File: config.mk
export PLATFORM = sky130hd
export DESIGN_NAME = eth_ipv4_multi_port_regs
export DESIGN_NICKNAME = d
export VERILOG_FILES = /design/src/rtl/eth_ipv4_multi_port_regs.sv
export SDC_FILE = /design/constraint.sdc
export NUM_CORES = 1
export LEC_CHECK = 0
export ABC_CLOCK_PERIOD_IN_PS = 5250
export BUFFER_PORTS_ARGS = -buffer_cell sky130_fd_sc_hd__buf_2
export CAP_MARGIN = 0
export CELL_PAD_IN_SITES_DETAIL_PLACEMENT = 1
export CELL_PAD_IN_SITES_GLOBAL_PLACEMENT = 1
export CORE_MARGIN = 5
export CORE_UTILIZATION = 48
export CTS_CLUSTER_SIZE = 20
export DETAILED_ROUTE_END_ITERATION = 8
export PLACE_DENSITY = 0.84
export SLEW_MARGIN = 20
export SYNTH_ARGS = -nofsm -noshare
export SYNTH_HDL_FRONTEND = slang
export SYNTH_SLANG_ARGS = --single-unit
File: constraint.sdc
create_clock -name bus_clk -period 5.25 [get_ports bus_clk]
set_clock_uncertainty 0.1 [all_clocks]
set_input_delay 1.05 -clock bus_clk [delete_from_list [all_inputs] [get_ports bus_clk]]
set_output_delay 1.05 -clock bus_clk [all_outputs]
set_load 0.01 [all_outputs]
File: src/rtl/eth_ipv4_multi_port_regs.sv
// Register file for NUM_PORTS Ethernet/IPv4/UDP transport adapters: address-decoded
// per-port pages holding addressing, pause, drop-counter and RX KV-map configuration.

module eth_ipv4_port_regs #(
    parameter int PORT_IDX         = 0,
    parameter int NUM_PORTS        = 2,
    parameter int CNT_W            = 32,
    parameter int PAUSE_EN         = 1,
    parameter int EN_RX_KV_MAP_CFG = 1
) (
    input  logic        bus_clk,
    input  logic        bus_rst_n,
    input  logic        wr_en,
    input  logic [3:0]  wr_idx,
    input  logic [31:0] wr_data,
    input  logic        rd_en,
    input  logic [3:0]  rd_idx,
    output logic [31:0] rd_data,
    output logic [47:0] my_mac,
    output logic [31:0] my_ip,
    output logic [15:0] my_udp_port,
    output logic [15:0] pause_set,
    output logic [15:0] pause_clear,
    input  logic        chdr_drop_evt,
    input  logic        cpu_drop_evt,
    output logic        kv_stb,
    input  logic        kv_busy,
    output logic [47:0] kv_mac_addr,
    output logic [31:0] kv_ip_addr,
    output logic [15:0] kv_udp_port,
    output logic [15:0] kv_dst_epid,
    output logic        kv_raw_udp
);
    localparam logic [3:0] R_MAC_LO = 4'd0,  R_MAC_HI = 4'd1,  R_IP = 4'd2,     R_UDP = 4'd3;
    localparam logic [3:0] R_PAUSE  = 4'd4,  R_CHDR   = 4'd5,  R_CPU = 4'd6,    R_KV_MAC_LO = 4'd7;
    localparam logic [3:0] R_KV_MAC_HI = 4'd8, R_KV_IP = 4'd9, R_KV_UDP = 4'd10, R_KV_CFG = 4'd11;
    localparam logic [3:0] R_INFO   = 4'd12;

    localparam logic       HAS_PAUSE = (PAUSE_EN != 0);
    localparam logic       HAS_KV    = (EN_RX_KV_MAP_CFG != 0);
    localparam logic [47:0] MAC_RST  = 48'h00802f16c52f + 48'(PORT_IDX);
    localparam logic [31:0] IP_RST   = 32'hc0a80a02 + 32'(PORT_IDX);
    localparam logic [CNT_W-1:0] CNT_MAX = '1;
    localparam logic [CNT_W-1:0] CNT_ONE = CNT_W'(1);

    typedef enum logic {KV_IDLE, KV_PEND} kv_state_t;

    kv_state_t        kv_state, kv_state_nxt;
    logic             kv_stb_q, kv_stb_nxt;
    logic             wr_kv_cfg, kv_data_we;
    logic [CNT_W-1:0] chdr_cnt, cpu_cnt;

    assign wr_kv_cfg  = wr_en && (wr_idx == R_KV_CFG) && HAS_KV;
    // KV entry fields are frozen while a load is pending so the adapter sees a stable entry
    assign kv_data_we = wr_en && HAS_KV && (kv_state == KV_IDLE);
    assign kv_stb     = kv_stb_q & HAS_KV;

    always_ff @(posedge bus_clk or negedge bus_rst_n) begin
        if (!bus_rst_n) begin
            my_mac      <= MAC_RST;
            my_ip       <= IP_RST;
            my_udp_port <= 16'd49153;
            pause_set   <= 16'd40;
            pause_clear <= 16'd20;
            kv_mac_addr <= '0;
            kv_ip_addr  <= '0;
            kv_udp_port <= '0;
            kv_dst_epid <= '0;
            kv_raw_udp  <= 1'b0;
        end else if (wr_en) begin
            case (wr_idx)
                R_MAC_LO:    my_mac[31:0]  <= wr_data;
                R_MAC_HI:    my_mac[47:32] <= wr_data[15:0];
                R_IP:        my_ip         <= wr_data;
                R_UDP:       my_udp_port   <= wr_data[15:0];
                R_PAUSE: if (HAS_PAUSE) begin
                    pause_clear <= wr_data[31:16];
                    pause_set   <= wr_data[15:0];
                end
                R_KV_MAC_LO: if (kv_data_we) kv_mac_addr[31:0]  <= wr_data;
                R_KV_MAC_HI: if (kv_data_we) kv_mac_addr[47:32] <= wr_data[15:0];
                R_KV_IP:     if (kv_data_we) kv_ip_addr         <= wr_data;
                R_KV_UDP:    if (kv_data_we) kv_udp_port        <= wr_data[15:0];
                R_KV_CFG: if (HAS_KV) begin
                    kv_dst_epid <= wr_data[15:0];
                    kv_raw_udp  <= wr_data[16];
                end
                default: ;
            endcase
        end
    end

    // Clear-on-read: an event landing in the clearing cycle is kept as a count of one
    always_ff @(posedge bus_clk or negedge bus_rst_n) begin
        if (!bus_rst_n) begin
            chdr_cnt <= '0;
            cpu_cnt  <= '0;
        end else begin
            if (rd_en && (rd_idx == R_CHDR))
                chdr_cnt <= CNT_W'(chdr_drop_evt);
            else if (chdr_drop_evt && (chdr_cnt != CNT_MAX))
                chdr_cnt <= chdr_cnt + CNT_ONE;
            if (rd_en && (rd_idx == R_CPU))
                cpu_cnt <= CNT_W'(cpu_drop_evt);
            else if (cpu_drop_evt && (cpu_cnt != CNT_MAX))
                cpu_cnt <= cpu_cnt + CNT_ONE;
        end
    end

    always_ff @(posedge bus_clk or negedge bus_rst_n) begin
        if (!bus_rst_n) begin
            kv_state <= KV_IDLE;
            kv_stb_q <= 1'b0;
        end else begin
            kv_state <= kv_state_nxt;
            kv_stb_q <= kv_stb_nxt;
        end
    end

    always_comb begin
        kv_state_nxt = kv_state;
        kv_stb_nxt   = 1'b0;
        case (kv_state)
            KV_IDLE: if (wr_kv_cfg) begin
                if (kv_busy) kv_state_nxt = KV_PEND;
                else         kv_stb_nxt   = 1'b1;
            end
            KV_PEND: if (!kv_busy) begin
                kv_state_nxt = KV_IDLE;
                kv_stb_nxt   = 1'b1;
            end
            default: kv_state_nxt = KV_IDLE;
        endcase
    end

    always_comb begin
        rd_data = '0;
        case (rd_idx)
            R_MAC_LO:    rd_data = my_mac[31:0];
            R_MAC_HI:    rd_data = {16'h0, my_mac[47:32]};
            R_IP:        rd_data = my_ip;
            R_UDP:       rd_data = {16'h0, my_udp_port};
            R_PAUSE:     if (HAS_PAUSE) rd_data = {pause_clear, pause_set};
            R_CHDR:      rd_data = 32'(chdr_cnt);
            R_CPU:       rd_data = 32'(cpu_cnt);
            R_KV_MAC_LO: if (HAS_KV) rd_data = kv_mac_addr[31:0];
            R_KV_MAC_HI: if (HAS_KV) rd_data = {16'h0, kv_mac_addr[47:32]};
            R_KV_IP:     if (HAS_KV) rd_data = kv_ip_addr;
            R_KV_UDP:    if (HAS_KV) rd_data = {16'h0, kv_udp_port};
            R_KV_CFG:    if (HAS_KV)
                rd_data = {kv_busy | (kv_state == KV_PEND), 14'h0, kv_raw_udp, kv_dst_epid};
            R_INFO:      rd_data = {16'h0, 8'(NUM_PORTS), 6'h0, HAS_PAUSE, HAS_KV};
            default:     rd_data = '0;
        endcase
    end
endmodule

module eth_ipv4_multi_port_regs #(
    parameter int NUM_PORTS        = 2,
    parameter int REG_AWIDTH       = 14,
    parameter int PORT_STRIDE_LOG2 = 8,
    parameter int CNT_W            = 32,
    parameter int PAUSE_EN         = 1,
    parameter int EN_RX_KV_MAP_CFG = 1
) (
    input  logic                    bus_clk,
    input  logic                    bus_rst_n,
    input  logic                    reg_wr_req,
    input  logic [REG_AWIDTH-1:0]   reg_wr_addr,
    input  logic [31:0]             reg_wr_data,
    input  logic                    reg_rd_req,
    input  logic [REG_AWIDTH-1:0]   reg_rd_addr,
    output logic                    reg_rd_resp,
    output logic [31:0]             reg_rd_data,
    output logic [48*NUM_PORTS-1:0] my_mac,
    output logic [32*NUM_PORTS-1:0] my_ip,
    output logic [16*NUM_PORTS-1:0] my_udp_port,
    output logic [16*NUM_PORTS-1:0] pause_set,
    output logic [16*NUM_PORTS-1:0] pause_clear,
    input  logic [NUM_PORTS-1:0]    chdr_drop_evt,
    input  logic [NUM_PORTS-1:0]    cpu_drop_evt,
    output logic [NUM_PORTS-1:0]    kv_stb,
    input  logic [NUM_PORTS-1:0]    kv_busy,
    output logic [48*NUM_PORTS-1:0] kv_mac_addr,
    output logic [32*NUM_PORTS-1:0] kv_ip_addr,
    output logic [16*NUM_PORTS-1:0] kv_udp_port,
    output logic [16*NUM_PORTS-1:0] kv_dst_epid,
    output logic [NUM_PORTS-1:0]    kv_raw_udp
);
    localparam int PORT_W = REG_AWIDTH - PORT_STRIDE_LOG2;
    localparam int OFF_W  = PORT_STRIDE_LOG2;

    logic [PORT_W-1:0]           wr_port, rd_port;
    logic [OFF_W-1:0]            wr_off, rd_off;
    logic                        wr_off_ok, rd_off_ok;
    logic [NUM_PORTS-1:0]        wr_sel, rd_sel;
    logic [NUM_PORTS-1:0][31:0]  port_rd_data;
    logic [31:0]                 rd_mux;

    assign {wr_port, wr_off} = reg_wr_addr;
    assign {rd_port, rd_off} = reg_rd_addr;
    // Defined offsets are the word-aligned addresses 0x00..0x30
    assign wr_off_ok = (wr_off[1:0] == 2'b00) && (wr_off[OFF_W-1:2] <= (OFF_W-2)'(12));
    assign rd_off_ok = (rd_off[1:0] == 2'b00) && (rd_off[OFF_W-1:2] <= (OFF_W-2)'(12));

    for (genvar p = 0; p < NUM_PORTS; p++) begin : g_port
        assign wr_sel[p] = reg_wr_req && wr_off_ok && (wr_port == PORT_W'(p));
        assign rd_sel[p] = reg_rd_req && rd_off_ok && (rd_port == PORT_W'(p));

        eth_ipv4_port_regs #(
            .PORT_IDX         (p),
            .NUM_PORTS        (NUM_PORTS),
            .CNT_W            (CNT_W),
            .PAUSE_EN         (PAUSE_EN),
            .EN_RX_KV_MAP_CFG (EN_RX_KV_MAP_CFG)
        ) u_port (
            .bus_clk       (bus_clk),
            .bus_rst_n     (bus_rst_n),
            .wr_en         (wr_sel[p]),
            .wr_idx        (wr_off[5:2]),
            .wr_data       (reg_wr_data),
            .rd_en         (rd_sel[p]),
            .rd_idx        (rd_off[5:2]),
            .rd_data       (port_rd_data[p]),
            .my_mac        (my_mac[48*p +: 48]),
            .my_ip         (my_ip[32*p +: 32]),
            .my_udp_port   (my_udp_port[16*p +: 16]),
            .pause_set     (pause_set[16*p +: 16]),
            .pause_clear   (pause_clear[16*p +: 16]),
            .chdr_drop_evt (chdr_drop_evt[p]),
            .cpu_drop_evt  (cpu_drop_evt[p]),
            .kv_stb        (kv_stb[p]),
            .kv_busy       (kv_busy[p]),
            .kv_mac_addr   (kv_mac_addr[48*p +: 48]),
            .kv_ip_addr    (kv_ip_addr[32*p +: 32]),
            .kv_udp_port   (kv_udp_port[16*p +: 16]),
            .kv_dst_epid   (kv_dst_epid[16*p +: 16]),
            .kv_raw_udp    (kv_raw_udp[p])
        );
    end

    always_comb begin
        rd_mux = '0;
        for (int p = 0; p < NUM_PORTS; p++)
            if (rd_sel[p]) rd_mux = port_rd_data[p];
    end

    // Registered read path; the mux samples pre-write state, so a same-cycle write is not seen
    always_ff @(posedge bus_clk or negedge bus_rst_n) begin
        if (!bus_rst_n) begin
            reg_rd_resp <= 1'b0;
            reg_rd_data <= '0;
        end else begin
            reg_rd_resp <= |rd_sel;
            if (|rd_sel) reg_rd_data <= rd_mux;
        end
    end
endmodule

[After elaboration in Yosys (flattened, before gate mapping)]
Cells that the tools add are included.
Cells by class
  $add $sub $neg: 4
  magnitude comparators: 2
  eq/ne operators: 27
  muxes and demuxes: 24
  bitwise operators: 4
  reduce and logical (&&, ||, !) cells: 51
Operators by type and width (count)
  $pmux W32 S13: 2
  $mux W32: 10
  $add A32 B1 Y32 const B: 4
  $ne A32 B32 Y1 const B: 4
  $eq A4 B4 Y1 const B: 9
  $eq A4 B3 Y1 const B: 6
  $reduce_and A2 Y1: 12
  $reduce_and A3 Y1: 8
  $logic_and A1 B1 Y1: 20
  $eq A4 B2 Y1 const B: 4
  $eq A6 B1 Y1 const B: 2
  $le A6 B4 Y1 const B: 2
  $logic_not A6 Y1: 2
  $eq A4 B1 Y1 const B: 2
  $logic_not A4 Y1: 2
  $mux W1: 8
  $pmux W1 S2: 4
  $reduce_bool A2 Y1: 4
  $logic_not A2 Y1: 2
  $not A1 Y1: 2
  $or A1 B1 Y1: 2
  $reduce_or A2 Y1: 1
Word-level totals
  register bits after elaboration: 647
  input port bits: 70
  output and inout bits: 517
  logic and storage cells: 146

[Longest topological paths before layout]
  depth in word-level cells: 7
  depth in mapped cells: 9

[Cells and area by module]
Synthesis repeated with hierarchy kept, for this count alone.
Unflattened totals
  cell total of the unflattened synthesis: 2616
  area total of the unflattened synthesis: 31114.8 um2
By module, submodules not included
  eth_ipv4_port_regs at g_port[0].u_port: instances 1, cells an instance 1211, area an instance 14625.3 um2
  eth_ipv4_port_regs at g_port[1].u_port: instances 1, cells an instance 1215, area an instance 14501.4 um2
  eth_ipv4_multi_port_regs: instances 1, cells an instance 190, area an instance 1988.2 um2

[Least setup slack after synthesis]
No wires, ideal clock.
  path type: in2reg
  from: in reg_wr_addr[11]
  to: reg g_port[0].u_port.my_mac[37]
  library setup time: 128 ps
  arrival: 2838 ps
  required time: 5022 ps
  path slack: 2184 ps
  cell stages on the path: 7
  buffers on the path: 2
  cells stage by stage: nor4_2 -> nand3_1 -> or4_1 -> buf_2 -> nor3b_4 -> buf_6 -> mux2_1
On the way
  cells in the longest elaborated chain, start to end: 3
RTL lines
  start, declared: RTL line 169  | input logic [REG_AWIDTH-1:0] reg_wr_addr,
  $logic_not A6 Y1: RTL line 207  | assign wr_sel[p] = reg_wr_req && wr_off_ok && (wr_port == PORT_W'(p));
  $logic_and A1 B1 Y1: RTL line 207
  $reduce_and A2 Y1 (no source line)
  end signal, assigned: RTL line 73  | R_MAC_HI: my_mac[47:32] <= wr_data[15:0];
  end, declared: RTL line 19  | output logic [47:0] my_mac,
Every way passes these cells.
A chain may end at the register's enable or synchronous reset.

[Final worst setup path]
  from: in reg_wr_addr[2]
  to: reg g_port[0].u_port.pause_clear[10]
On the way
  cells in the longest elaborated chain, start to end: 5
  elaborated cells on any way between the ends: 6
  those cells by class: order compare: 1; eq/ne: 1; reduce/logical: 4
RTL lines
  $le A6 B4 Y1: RTL line 203  | assign wr_off_ok = (wr_off[1:0] == 2'b00) && (wr_off[OFF_W-1:2] <= (OFF_W-2)'(12));
  $logic_and A1 B1 Y1: RTL line 203
  $logic_and A1 B1 Y1 (2 in series): RTL line 207
  $reduce_and A2 Y1 (no source line) (*)
  end signal, assigned: RTL line 77  | pause_clear <= wr_data[31:16];
  end, declared: RTL line 23  | output logic [15:0] pause_clear,
Mark *: on every way between the ends. The rest lies on a longest branch, timed or not.

==> impl_metrics.env <==
export IMPL_outcome="finished clean"
export IMPL_die_y_um=262
export IMPL_synth_adder_area_share_pct=0.165
export IMPL_synth_area_mux_share_pct=18.2
export IMPL_setup_worst_path_end_class="flip-flop"
export IMPL_detailedPlacementHpwl_mm=95.9
export IMPL_xor_and_xnor_area_share_after_synthesis_pct=0.577
export IMPL_area_growth_syn_to_layout_pct=20.5
export IMPL_yosysSeqAreaShare_pct=53.6
export IMPL_placed_area_um2=34200
export IMPL_final_period_utilization_pct=67.4
export IMPL_synth_seq_cells=647
export IMPL_cts_repair_timing_setup_buffer_count=0
export IMPL_insertion_delay_ps=620
export IMPL_worst_slew_pin_transition_ps=1220
export IMPL_ant_nets=0
export IMPL_placeableCoreArea_um2=62900
export IMPL_synth_commonest_cells="dfrtp_1, mux2_2, a22oi_1"
export IMPL_arrival_ps=3920
export IMPL_synth_nets=2643
export IMPL_relSlewSlack_pct=18.4
export IMPL_initial_utilization_pct=48.3
export IMPL_cts_resized_gates=0
export IMPL_synth_compound_area_share_pct=13.4
export IMPL_final_global_route_overflow_total=0
export IMPL_antenna_found_initial=5
export IMPL_nets=3152
export IMPL_totalNegativeSetupSlack_ps=0
export IMPL_yosys_top_cells_area="dfrtp_1, mux2_2, dfstp_2"
export IMPL_clockRootBuffer="clkbuf_16"
export IMPL_die_area_um2=68400
export IMPL_wl_per_cell_um=34.2
export IMPL_timing_fmax_ghz=0.282
export IMPL_drt_pre_antenna_iters=7
export IMPL_detail_route_drc_violations=0
export IMPL_dieWidth_um=262
export IMPL_cp_data_required_time_ps=5630
export IMPL_drt_initial_drc_count=3470
export IMPL_share_of_flip_flops_with_an_asynchronous_set_or_reset_after_synthesis_pct=100
export IMPL_drv_max_cap_violation_count=0
export IMPL_placement_rows=92
export IMPL_routed_wire_length_mm=136
export IMPL_ctsHoldBuffers=0
export IMPL_cts_buffers_inserted=72
export IMPL_first_global_vias=28600
export IMPL_vdd_drop_max_v=0.000207
export IMPL_setup_viol_count_final=0
export IMPL_post_drt_via_cell_ratio=6.79
export IMPL_synth_largest_area_cell="dfrtp_1"
export IMPL_maximum_number_of_pins_on_one_net_before_global_route_repair=110
export IMPL_grt_first_pass_wirelength_mm=197
export IMPL_cts_max_level=3
export IMPL_rsz0062_at_grt="no"
export IMPL_most_frequently_used_cell_type_in_the_post_synthesis_netlist="dfrtp_1"
export IMPL_period_minus_slack_ps=3540
export IMPL_synth_top_area_share_pct=48.0
export IMPL_num_io_pins=587
export IMPL_cts_buffer_depth=3
export IMPL_startpoint_kind_of_the_worst_setup_timing_path="primary input"
export IMPL_ys_dominant_reg_cell="dfrtp_1"
export IMPL_place_gp_congestion=0.956
export IMPL_vias=27100
export IMPL_fill_cells=6676
export IMPL_clock_tree_from_tritoncts="yes"
export IMPL_synth_cell_area_um2=30400
export IMPL_final_core_utilization_pct=58.2
export IMPL_synth_top_family_by_area="multiplexers"
export IMPL_p_per_area_nw_per_um2=302
export IMPL_finalHoldViolCount=0
export IMPL_hold_slack_ps=384
export IMPL_worstHoldPathType="flip-flop to flip-flop"
export IMPL_flop_to_flop_setup_slack_ps=2430
export IMPL_placement_io_buffers=586
export IMPL_synth_edf_count=0
export IMPL_cellLeakagePower_uw=0.0183
export IMPL_drive_gt1_share_pct=42.0
export IMPL_netlist_cell_type_count=74
export IMPL_critical_path_max_fanout=23
export IMPL_grt_util_all_layers_pct=38.8
export IMPL_synth_warnings=0
export IMPL_syn_instance_count=2569
export IMPL_timing_worst_setup_path_type="primary input to flip-flop"
export IMPL_synth_area_per_cell_um2=11.8
export IMPL_path_clk_slew_ps=60
export IMPL_maxSlewViolCount=0
export IMPL_synth_simple_gate_area_share_pct=10.7
export IMPL_postLayoutCellArea_um2=36600
export IMPL_clock_sinks=647
state kept, by name, indices dropped and copies added, names as in the netlist:
name / flops
g_port.u_port.kv_mac_addr: 96
g_port.u_port.my_mac: 96
g_port.u_port.chdr_cnt: 64
g_port.u_port.cpu_cnt: 64
g_port.u_port.kv_ip_addr: 64
g_port.u_port.my_ip: 64
g_port.u_port.kv_dst_epid: 32
g_port.u_port.kv_udp_port: 32
g_port.u_port.my_udp_port: 32
g_port.u_port.pause_clear: 32
g_port.u_port.pause_set: 32
reg_rd_data: 32
g_port.u_port.kv_raw_udp: 2
g_port.u_port.kv_state: 2
g_port.u_port.kv_stb: 2
reg_rd_resp: 1
critical path, cell delays in order:
cell,delay (ps)
buf_2,180
nor2_2,290
o2111ai_1,380
nand2b_1,360
nor2_4,880
buf_4,350
mux2_2,360
per-layer routing:
metal  wire length [um]  global-route usage, %
met5                  0                      0
met4               9730                   23.7
met3              15000                   11.0
met2              62300                   61.4
met1              49400                   47.4
final timing paths:
path                                              start                               end  depth (start not counted)
setup / recovery                         reg_wr_addr[2]  g_port[0].u_port.pause_clear[10]                          7
hold / removal                          reg_rd_data[22]                   reg_rd_data[22]                          2
setup reg to reg           g_port[0].u_port.cpu_cnt[16]       g_port[0].u_port.cpu_cnt[9]                          5
hold reg to reg                         reg_rd_data[22]                   reg_rd_data[22]                          2
max in group asynchronous                     bus_rst_n  g_port[0].u_port.kv_udp_port[10]                          2
min in group asynchronous                     bus_rst_n        g_port[1].u_port.my_mac[3]                          1
logic make-up (layout without fill, tap and decap cells):
group | Yosys count | in the layout
flops | 647 | 647
simple gates | 584 | 584
other cells | 0 | 4
mux | 491 | 491
fa+ha+maj | 4 | 4
buf+inv | 238 | 805
xor+xnor | 20 | 20
compound gates | 585 | 585
metrics by stage:
stage	setup slack, ps	cells	power, uW
after global routing	1630	3985	11400
after CTS	1800	3982	11000
final	1710	3986	11000
after detailed placement	1160	3850	5920
after global placement	1290	3850	5880
after floorplan	2180	2569	5530
area by class of cell:
type	count	area, um^2	area share, %
Sequential cell	647	16300	44.5
Multi-Input combinational cell	1684	13200	36.2
Timing Repair Buffer	652	3540	9.67
Clock buffer	114	2180	5.97
Tap cell	846	1060	2.89
Clock inverter	18	210	0.574
Inverter	21	78.8	0.215
Antenna cell	4	10.0	0.0274
where the power goes:
group | internal, uW | switching [uW] | total (uW)
logic | 161 | 458 | 619
registers | 5070 | 180 | 5250
clock network | 3060 | 2110 | 5170
cell usage in the layout, fill, tap and decap left out, types with 5 or more instances in the layout:
| cell type | synthesis | layout |
|---|---|---|
| buf_4 | 18 | 58 |
| a31oi_1 | 17 | 17 |
| buf_12 | 0 | 8 |
| clkinv_2 | 0 | 9 |
| xor2_1 | 7 | 7 |
| mux2_1 | 46 | 46 |
| buf_2 | 52 | 585 |
| xnor2_1 | 13 | 13 |
| dfstp_2 | 64 | 64 |
| o31ai_1 | 41 | 40 |
| nand3_1 | 131 | 130 |
| a21oi_1 | 132 | 132 |
| clkbuf_1 | 114 | 23 |
| or3_1 | 67 | 67 |
| and2_1 | 7 | 7 |
| or4_1 | 29 | 29 |
| o211ai_1 | 12 | 12 |
| nor2_1 | 64 | 63 |
| nor4_2 | 5 | 7 |
| nor4bb_4 | 0 | 5 |
| clkbuf_16 | 0 | 75 |
| and3_1 | 21 | 21 |
| inv_1 | 20 | 19 |
| a222oi_1 | 60 | 60 |
| and4_1 | 18 | 18 |
| a211oi_1 | 7 | 7 |
| dfrtp_1 | 583 | 583 |
| a2111oi_0 | 7 | 7 |
| clkbuf_8 | 0 | 16 |
| nor4_1 | 13 | 11 |
| nand4_1 | 38 | 38 |
| a22oi_1 | 174 | 174 |
| nor2b_1 | 10 | 10 |
| nand2b_1 | 8 | 8 |
| nand2_1 | 128 | 123 |
| nor3_1 | 14 | 14 |
| o21ai_0 | 91 | 91 |
| mux2_2 | 441 | 441 |
(Power assumes the default switching activity.)
